<file path="src/rtl/xadc_host_seq.sv">
// Host-side XADC sequencer: starts conversions through the control register,
// polls the done flag, reads samples and returns their truncated average.
module xadc_host_seq #(
  parameter int unsigned LOG2_AVG = 2,
  parameter int unsigned TIMEOUT  = 1023,
  parameter int unsigned FLAG_BIT = 9
) (
  input  logic        clk_in,
  input  logic        rst,
  input  logic        i_req,
  input  logic [7:0]  i_cfg,
  input  logic [31:0] i_bus,
  output logic        o_wr1c,
  output logic [8:0]  o_i_ext,
  output logic        o_sel_mux,
  output logic        o_busy,
  output logic        o_valid,
  output logic [11:0] o_avg,
  output logic        o_timeout
);

  localparam int unsigned ACC_W  = 12 + LOG2_AVG;
  localparam int unsigned SCNT_W = LOG2_AVG + 1;
  localparam int unsigned PCNT_W = (TIMEOUT < 1) ? 1 : $clog2(TIMEOUT + 1);

  localparam logic [SCNT_W-1:0] N_SAMP    = SCNT_W'(2 ** LOG2_AVG);
  localparam logic [PCNT_W-1:0] POLL_LIM  = PCNT_W'(TIMEOUT);
  localparam logic [SCNT_W-1:0] SCNT_ONE  = SCNT_W'(1);
  localparam logic [PCNT_W-1:0] PCNT_ONE  = PCNT_W'(1);

  localparam logic [3:0] S_IDLE     = 4'd0;
  localparam logic [3:0] S_WR_START = 4'd1;
  localparam logic [3:0] S_POLL     = 4'd2;
  localparam logic [3:0] S_SEL_DATA = 4'd3;
  localparam logic [3:0] S_READ     = 4'd4;
  localparam logic [3:0] S_CLEAR    = 4'd5;
  localparam logic [3:0] S_WAIT_CLR = 4'd6;
  localparam logic [3:0] S_DONE     = 4'd7;
  localparam logic [3:0] S_ABORT    = 4'd8;

  logic [3:0]        state, state_d;
  logic [7:0]        cfg, cfg_d;
  logic [ACC_W-1:0]  acc, acc_d;
  logic [SCNT_W-1:0] scnt, scnt_d;
  logic [PCNT_W-1:0] pcnt, pcnt_d;

  logic        wr1c_d, sel_mux_d, busy_d, valid_d, timeout_d;
  logic [8:0]  i_ext_d;
  logic [11:0] avg_d;

  logic flag;
  logic unused_bus;

  assign flag       = i_bus[FLAG_BIT];
  assign unused_bus = ^i_bus;

  // State, datapath and output registers
  always_ff @(posedge clk_in) begin
    if (rst) begin
      state     <= S_IDLE;
      cfg       <= '0;
      acc       <= '0;
      scnt      <= '0;
      pcnt      <= '0;
      o_wr1c    <= 1'b0;
      o_i_ext   <= '0;
      o_sel_mux <= 1'b1;
      o_busy    <= 1'b0;
      o_valid   <= 1'b0;
      o_avg     <= '0;
      o_timeout <= 1'b0;
    end else begin
      state     <= state_d;
      cfg       <= cfg_d;
      acc       <= acc_d;
      scnt      <= scnt_d;
      pcnt      <= pcnt_d;
      o_wr1c    <= wr1c_d;
      o_i_ext   <= i_ext_d;
      o_sel_mux <= sel_mux_d;
      o_busy    <= busy_d;
      o_valid   <= valid_d;
      o_avg     <= avg_d;
      o_timeout <= timeout_d;
    end
  end

  // Next state plus next-cycle outputs, decoded from the state being entered
  always_comb begin
    state_d = state;
    cfg_d   = cfg;
    acc_d   = acc;
    scnt_d  = scnt;
    pcnt_d  = pcnt;

    case (state)
      S_IDLE: begin
        if (i_req) begin
          cfg_d   = i_cfg;
          acc_d   = '0;
          scnt_d  = '0;
          pcnt_d  = '0;
          state_d = S_WR_START;
        end
      end
      S_WR_START: begin
        pcnt_d  = '0;
        state_d = S_POLL;
      end
      S_POLL: begin
        pcnt_d = pcnt + PCNT_ONE;
        if (flag) begin
          state_d = S_SEL_DATA;
        end else if (pcnt == POLL_LIM) begin
          state_d = S_ABORT;
        end
      end
      S_SEL_DATA: begin
        state_d = S_READ;
      end
      S_READ: begin
        acc_d   = acc + ACC_W'(i_bus[11:0]);
        scnt_d  = scnt + SCNT_ONE;
        state_d = S_CLEAR;
      end
      S_CLEAR: begin
        pcnt_d  = '0;
        state_d = S_WAIT_CLR;
      end
      S_WAIT_CLR: begin
        // Flag must drop before the next start so a stale done is never reused
        pcnt_d = pcnt + PCNT_ONE;
        if (!flag) begin
          state_d = (scnt == N_SAMP) ? S_DONE : S_WR_START;
        end else if (pcnt == POLL_LIM) begin
          state_d = S_ABORT;
        end
      end
      S_DONE:  state_d = S_IDLE;
      S_ABORT: state_d = S_IDLE;
      default: state_d = S_IDLE;
    endcase

    wr1c_d    = 1'b0;
    i_ext_d   = o_i_ext;
    sel_mux_d = 1'b1;
    busy_d    = (state_d != S_IDLE);
    valid_d   = 1'b0;
    avg_d     = o_avg;
    timeout_d = 1'b0;

    case (state_d)
      S_WR_START: begin
        wr1c_d  = 1'b1;
        i_ext_d = {cfg_d, 1'b1};
      end
      S_SEL_DATA, S_READ: begin
        sel_mux_d = 1'b0;
      end
      S_CLEAR: begin
        wr1c_d  = 1'b1;
        i_ext_d = {cfg_d, 1'b0};
      end
      S_DONE: begin
        valid_d = 1'b1;
        avg_d   = 12'(acc_d >> LOG2_AVG);
      end
      S_ABORT: begin
        wr1c_d    = 1'b1;
        i_ext_d   = {cfg_d, 1'b0};
        timeout_d = 1'b1;
      end
      default: ;
    endcase
  end

endmodule

</file>
<file path="config.mk">
export PLATFORM = sky130hd
export DESIGN_NAME = xadc_host_seq
export DESIGN_NICKNAME = d
export VERILOG_FILES = /design/src/rtl/xadc_host_seq.sv
export SDC_FILE = /design/constraint.sdc
export NUM_CORES = 1
export LEC_CHECK = 0
export ABC_CLOCK_PERIOD_IN_PS = 2700
export BUFFER_PORTS_ARGS = -buffer_cell sky130_fd_sc_hd__clkbuf_2
export CAP_MARGIN = 20
export CORE_AREA = 4 4 98 100
export CTS_BUF_LIST = sky130_fd_sc_hd__clkbuf_8
export CTS_CLUSTER_DIAMETER = 80
export CTS_CLUSTER_SIZE = 16
export DETAILED_ROUTE_END_ITERATION = 12
export DIE_AREA = 0 0 102 104
export PLACE_DENSITY_LB_ADDON = 0.15
export SYNTH_ARGS = -nofsm -noshare
export SYNTH_HDL_FRONTEND = slang
export SYNTH_SLANG_ARGS = --single-unit
</file>
<file path="constraint.sdc">
create_clock -name clk_in -period 2.7 [get_ports clk_in]
set_clock_uncertainty 0.2 [all_clocks]
set_input_delay 0.54 -clock clk_in [delete_from_list [all_inputs] [get_ports clk_in]]
set_output_delay 0.54 -clock clk_in [all_outputs]
set_load 0.05 [all_outputs]
</file>
# After elaboration in Yosys (flattened, before gate mapping)

Index checks and enable logic that the tools add are counted.

Equal/unequal tests: 15
Add/subtract/negate cells: 3
Reductions and logical operators: 12
Multiplexer cells: 19

Operators by type and width:

| kind                                                            | count |
|---|---|
| 10-bit case mux with 3 select lines                             | 1 |
| 14-bit case mux with 2 select lines                             | 1 |
| 4-bit case mux with 7 select lines                              | 1 |
| 4-bit by 3-bit == test with 1-bit output, second input constant | 6 |
| 9-bit case mux with 2 select lines                              | 1 |
| 4-bit 2-to-1 mux                                                | 4 |
| 8-bit 2-to-1 mux                                                | 2 |
| 14-bit by 12-bit adder with 14-bit output                       | 1 |
| 14-bit 2-to-1 mux                                               | 1 |
| 4-bit by 2-bit == test with 1-bit output, second input constant | 3 |
| 10-bit by 1-bit adder with 10-bit output, second input constant | 1 |
| 10-bit == test, second input constant                           | 1 |
| 10-bit 2-to-1 mux                                               | 1 |
| 4-bit by 1-bit == test with 1-bit output, second input constant | 2 |
| 2-bit OR reduction                                              | 4 |
| 3-bit 2-to-1 mux                                                | 2 |
| 3-bit case mux with 2 select lines                              | 1 |
| 4-bit == test, second input constant                            | 1 |
| 4-bit zero test                                                 | 1 |
| 1-bit 2-to-1 mux                                                | 4 |
| 2-bit AND reduction                                             | 2 |
| 2-bit nonzero test                                              | 2 |
| 4-bit nonzero test                                              | 1 |
| 3-bit by 1-bit adder with 3-bit output, second input constant   | 1 |
| 4 further kinds                                                 | 4 |

Output and inout port bits: 26
Input bits: 43
Register bits after elaboration: 65

# Logic depth before layout (Yosys ltp)

Depth in word-level cells: 7
Mapped depth: 10
Mapped depth without buffers: 7

# Worst setup path before layout

No wires, ideal clock.

Kind: input to register
Start point: input port i_bus[0]
End point: register o_avg[4]
Stages on the path: 7
Arrival: 2099 ps
Buffers on the path: 0
Setup time: 114 ps
Required time: 2386 ps
Slack: 287 ps
Cell sequence: ha_1 > fa_1 > a21o_1 > a211o_1 > a211oi_1 > o31ai_1 > a21o_1

Word-level cells in the longest chain between the ends: 2

Ends and longest elaborated chain:

| item                                      | line | text |
|---|---|---|
| start, declared                           | 12   | `input logic [31:0] i_bus,` |
| 14-bit by 12-bit adder with 14-bit output | 122  | `acc_d = acc + ACC_W'(i_bus[11:0]);` |
| 14-bit case mux with 2 select lines       | 96   | `case (state)` |
| end signal, assigned                      | 83   | `o_avg <= avg_d;` |
| end, declared                             | 18   | `output logic [11:0] o_avg,` |

Every way passes these cells.
A chain may end at the register's enable or synchronous reset.

# Final worst setup path

Start point: register state[3]
End point: register o_i_ext[5]

Word-level cells in the longest chain between the ends: 6
Elaborated cells on any way between the ends: 19
Those cells by class: eq/ne (9); mux (7); reduce/logical (3)

Ends and longest elaborated chain:

| item                                                                             | line     | text |
|---|---|---|
| start, declared                                                                  | 41       | `logic [3:0] state, state_d;` |
| start signal, assigned                                                           | 73       | `state <= state_d;` |
| 4-bit 2-to-1 mux                                                                 | 114, 135 |  |
| 4-bit 2-to-1 mux (on tied branches)                                              | 133, 112 |  |
| 4-bit case mux with 7 select lines                                               | 96       |  |
| 4-bit == test / 4-bit by 3-bit == test with 1-bit output (equally long branches) | 152      | `case (state_d)` |
| 2-bit OR reduction (no source line)                                              | --       |  |
| 2-bit nonzero test (no source line)                                              | --       |  |
| end signal, assigned                                                             | 79       | `o_i_ext <= i_ext_d;` |
| end, declared                                                                    | 14       | `output logic [8:0] o_i_ext,` |

Parallel ways exist; a longest one is shown, timed or not. The select of a mux whose other input is x is not followed.

==> results.json <==
{
  "whs_endpoint": "cfg[2]",
  "finalSetupViolations": 0,
  "gr-usage-all-layers_pct": 16.30,
  "cts_inserted_buffers": 9,
  "syn-instance-count": 388,
  "grt_util_met1_pct": 23.40,
  "power.switching_mw": 0.6374,
  "multi_input_comb_area_um2": 1953,
  "timing.hold.worst.class": "in -> reg",
  "cts.sinks": 65,
  "timing.max_cap.violations": 0,
  "power.density_nw_per_um2": 587.3,
  "synth.avg_cell_area_um2": 8.800,
  "worst_hold_path_cells": 3,
  "sequential_cell_area_um2": 1301,
  "drc_errors": 0,
  "synth-main-ff-cell": "dfxtp_1",
  "data_required_time_at_the_worst_endpoint_ns": 2.74,
  "ctsHtreeMaxLevel": 3,
  "synth_sequential_area_ratio_pct": 38.11,
  "netSwitchingFraction_pct": 27.05,
  "grt_start_max_net_pins": 55,
  "syn2layout_area_growth_pct": 17.52,
  "cp_cell_sequence": "or3b_1 > nor3b_1 > and2_1 > a21o_1 > buf_4 > mux2_4",
  "die_w_um": 102,
  "final_core_util_pct": 46.24,
  "detail_route.first_pass.iterations": 4,
  "slew_headroom_pct": 61.03,
  "syn_nets": 447,
  "cp_max_fo": 10,
  "timing.critical_path.max_delay_family": "simple AND/OR/NAND/NOR gates",
  "r2r_setup_slack_ns": 0.26,
  "numPortBuffers": 48,
  "crit_path_end_kind": "register",
  "num-nets-final": 496,
  "core_um2": 8678,
  "tritoncts": "done",
  "timing_hold_violations_final": 0,
  "fin_hold_ws_ns": 0.2326,
  "cts.repair_timing.setup_buffer_count": 0,
  "netlist-cell-type-count": 65,
  "pint_mw": 1.719,
  "cts_hold_buf": 0,
  "io_pins": 69,
  "diodes": 0,
  "post_cts_resized": 0,
  "cts-root-to-sink-buffers": 2,
  "globalRoute.totalOverflow": 0,
  "worst_path_max_delay_cell": "dfxtp_1",
  "worstPathArrival_ns": 2.48,
  "first_global_vias": 2783,
  "clockRootBuffer": "clkbuf_8",
  "fp.dieArea_um2": 10610,
  "yosys_register_bits": 65,
  "cp_num_buf_inv": 1,
  "post_dr_vias_cell": 5.215,
  "clock_latency_ns": 0.35,
  "highest_count_cells_in_the_layout_ignoring_fill_and_taps": "dfxtp_1 (65), clkbuf_2 (48), nand2_1 (37), nor2_1 (37), a21oi_1 (28)",
  "fmax_ghz": 0.4100,
  "detailedPlacementHpwl_mm": 5.772,
  "rsz0062_at_grt": "no",
  "worst_r2r_src": "state[3]",
  "place_inst": 534,
  "grt-busiest-layer": "met2",
  "max_slew.worst_pin.slew_ns": 0.5846,
  "critPathMaxStageDelay_ns": 0.43,
  "synth-async-reset-ratio_pct": 0,
  "rr_worst_depth": 6,
  "finalCritPeriodShare_pct": 90.33,
  "power_frac_comb_pct": 15.1,
  "setup.worst_path.start_class": "register",
  "globalplace.congestion": 0.8537,
  "wl_per_cell_um": 14.92,
  "power_frac_seq_pct": 42.9,
  "post-layout-total-power_mw": 2.356,
  "drt.antenna.violating_nets": 0,
  "critical_path_start_end_classification": "reg -> reg",
  "clk_pin_slew_worst_paths_ns": 0.07,
  "placementRows": 34,
  "grt_util_met2_pct": 23.40,
  "floorplan.initialDensity_pct": 39.35,
  "die_height_um": 104,
  "number_of_antenna_violations_at_the_first_check_in_global_routing": 0,
  "global_route.usage.met3_pct": 4.494,
  "drive_above_1_share_pct": 21.49,
  "finalSetupTns_ns": 0,
  "period_needed_ns": 2.439,
  "synth_enable_flop_cells": 0,
  "route.vias.total": 2868,
  "ys_warn_count": 0,
  "reg2reg_to": "o_i_ext[5]",
  "p_leak_nw": 1.718,
  "timing.final.max_slew_violations": 0,
  "wirelength_mm": 8.208,
  "post_synth_instance_area_um2": 3415,
  "run_status": "finished clean",
  "layout.filler_cells": 913,
  "worstHoldStart": "i_cfg[2]",
  "iteration_0_drc_markers": 99,
  "grt_first_pass_wirelength_mm": 13.86,
  "power.clock.fraction_pct": 42.0,
  "ir_drop_mv": 0.3163,
  "final_common_cell": "dfxtp_1",
  "fin_cells": 550
}
==> synthesized netlist by cell type, types with 8 or more instances <==
master     n  area, um2
clkbuf_1  12      45.04
nand3_1   13      65.06
nor2b_1   12      75.07
inv_1      9      33.78
nand4_1    8      50.05
o21ai_0   14      70.07
mux2_4     8      120.1
a21o_1     9      67.56
nand2_1   37      138.9
dfxtp_1   65       1301
a21oi_1   28      140.1
ha_1      15      187.7
xor2_1    10      87.58
nor2_1    37      138.9
==> registers in the layout, indices dropped and copies added, names as in the netlist <==
| register | cells |
|---|---|
| o_i_ext | 9 |
| o_timeout | 1 |
| pcnt | 10 |
| scnt | 3 |
| o_busy | 1 |
| o_avg | 12 |
| o_valid | 1 |
| o_wr1c | 1 |
| o_sel_mux | 1 |
| acc | 14 |
| state | 4 |
| cfg | 8 |
==> through the flow <==
| stage | area (um2) | setup slack, ns |
|---|---|---|
| floorplan | 3415 | 0.2875 |
| global placement | 3774 | 0.09964 |
| detailed placement | 3774 | 0.09333 |
| CTS | 4013 | 0.2498 |
| global route | 4013 | 0.07415 |
| finish | 4013 | 0.2610 |
==> per-layer routing <==
layer / wire length [um] / vias up
li1: - / 1496
met1: 4179 / 1307
met2: 3612 / 49
met3: 279 / 16
met4: 136 / 0
met5: 0 / -
==> cell families after synthesis <==
group           count (synthesis)  synth area share [%]
simple gates                  146                 21.95
compound gates                101                 20.34
flops                          65                 38.11
buf+inv                        32                 4.690
fa+ha+maj                      16                 6.083
xor+xnor                       15                 3.847
mux                            13                 4.984
==> power groups by stage <==
| stage | Combinational, mW | Sequential [mW] | Clock, mW |
|---|---|---|---|
| after detailed placement | 0.359 | 1.03 | 0 |
| after global routing | 0.391 | 1.01 | 1.06 |
| after global placement | 0.357 | 1.03 | 0 |
| after CTS | 0.361 | 1.01 | 1.02 |
| after floorplan | 0.213 | 1.08 | 0 |
| final | 0.356 | 1.01 | 0.991 |
==> tightest hold or removal path, stage by stage <==
cell and delay [ns]:
clkbuf_2 0.08, nand2_1 0.05, a21oi_1 0.06
==> worst max path at each step <==
stage	start	cells after the start	slack [ns]	endpoint
after global placement	i_bus[0]	8	0.1	o_avg[4]
after floorplan	i_bus[0]	7	0.29	o_avg[4]
after CTS	state[3]	6	0.25	o_i_ext[2]
after detailed placement	i_bus[0]	8	0.09	o_avg[4]
final	state[3]	6	0.26	o_i_ext[5]
after global routing	state[3]	6	0.07	o_i_ext[5]
==> cell type report <==
type | instances | share of cell area, %
multi-input combinational | 291 | 48.67
sequential | 65 | 32.43
timing repair buffer | 61 | 8.731
clock buffer | 12 | 4.116
tap | 108 | 3.368
clock inverter | 4 | 1.840
inverter | 9 | 0.8419
(Power assumes the default switching activity.)
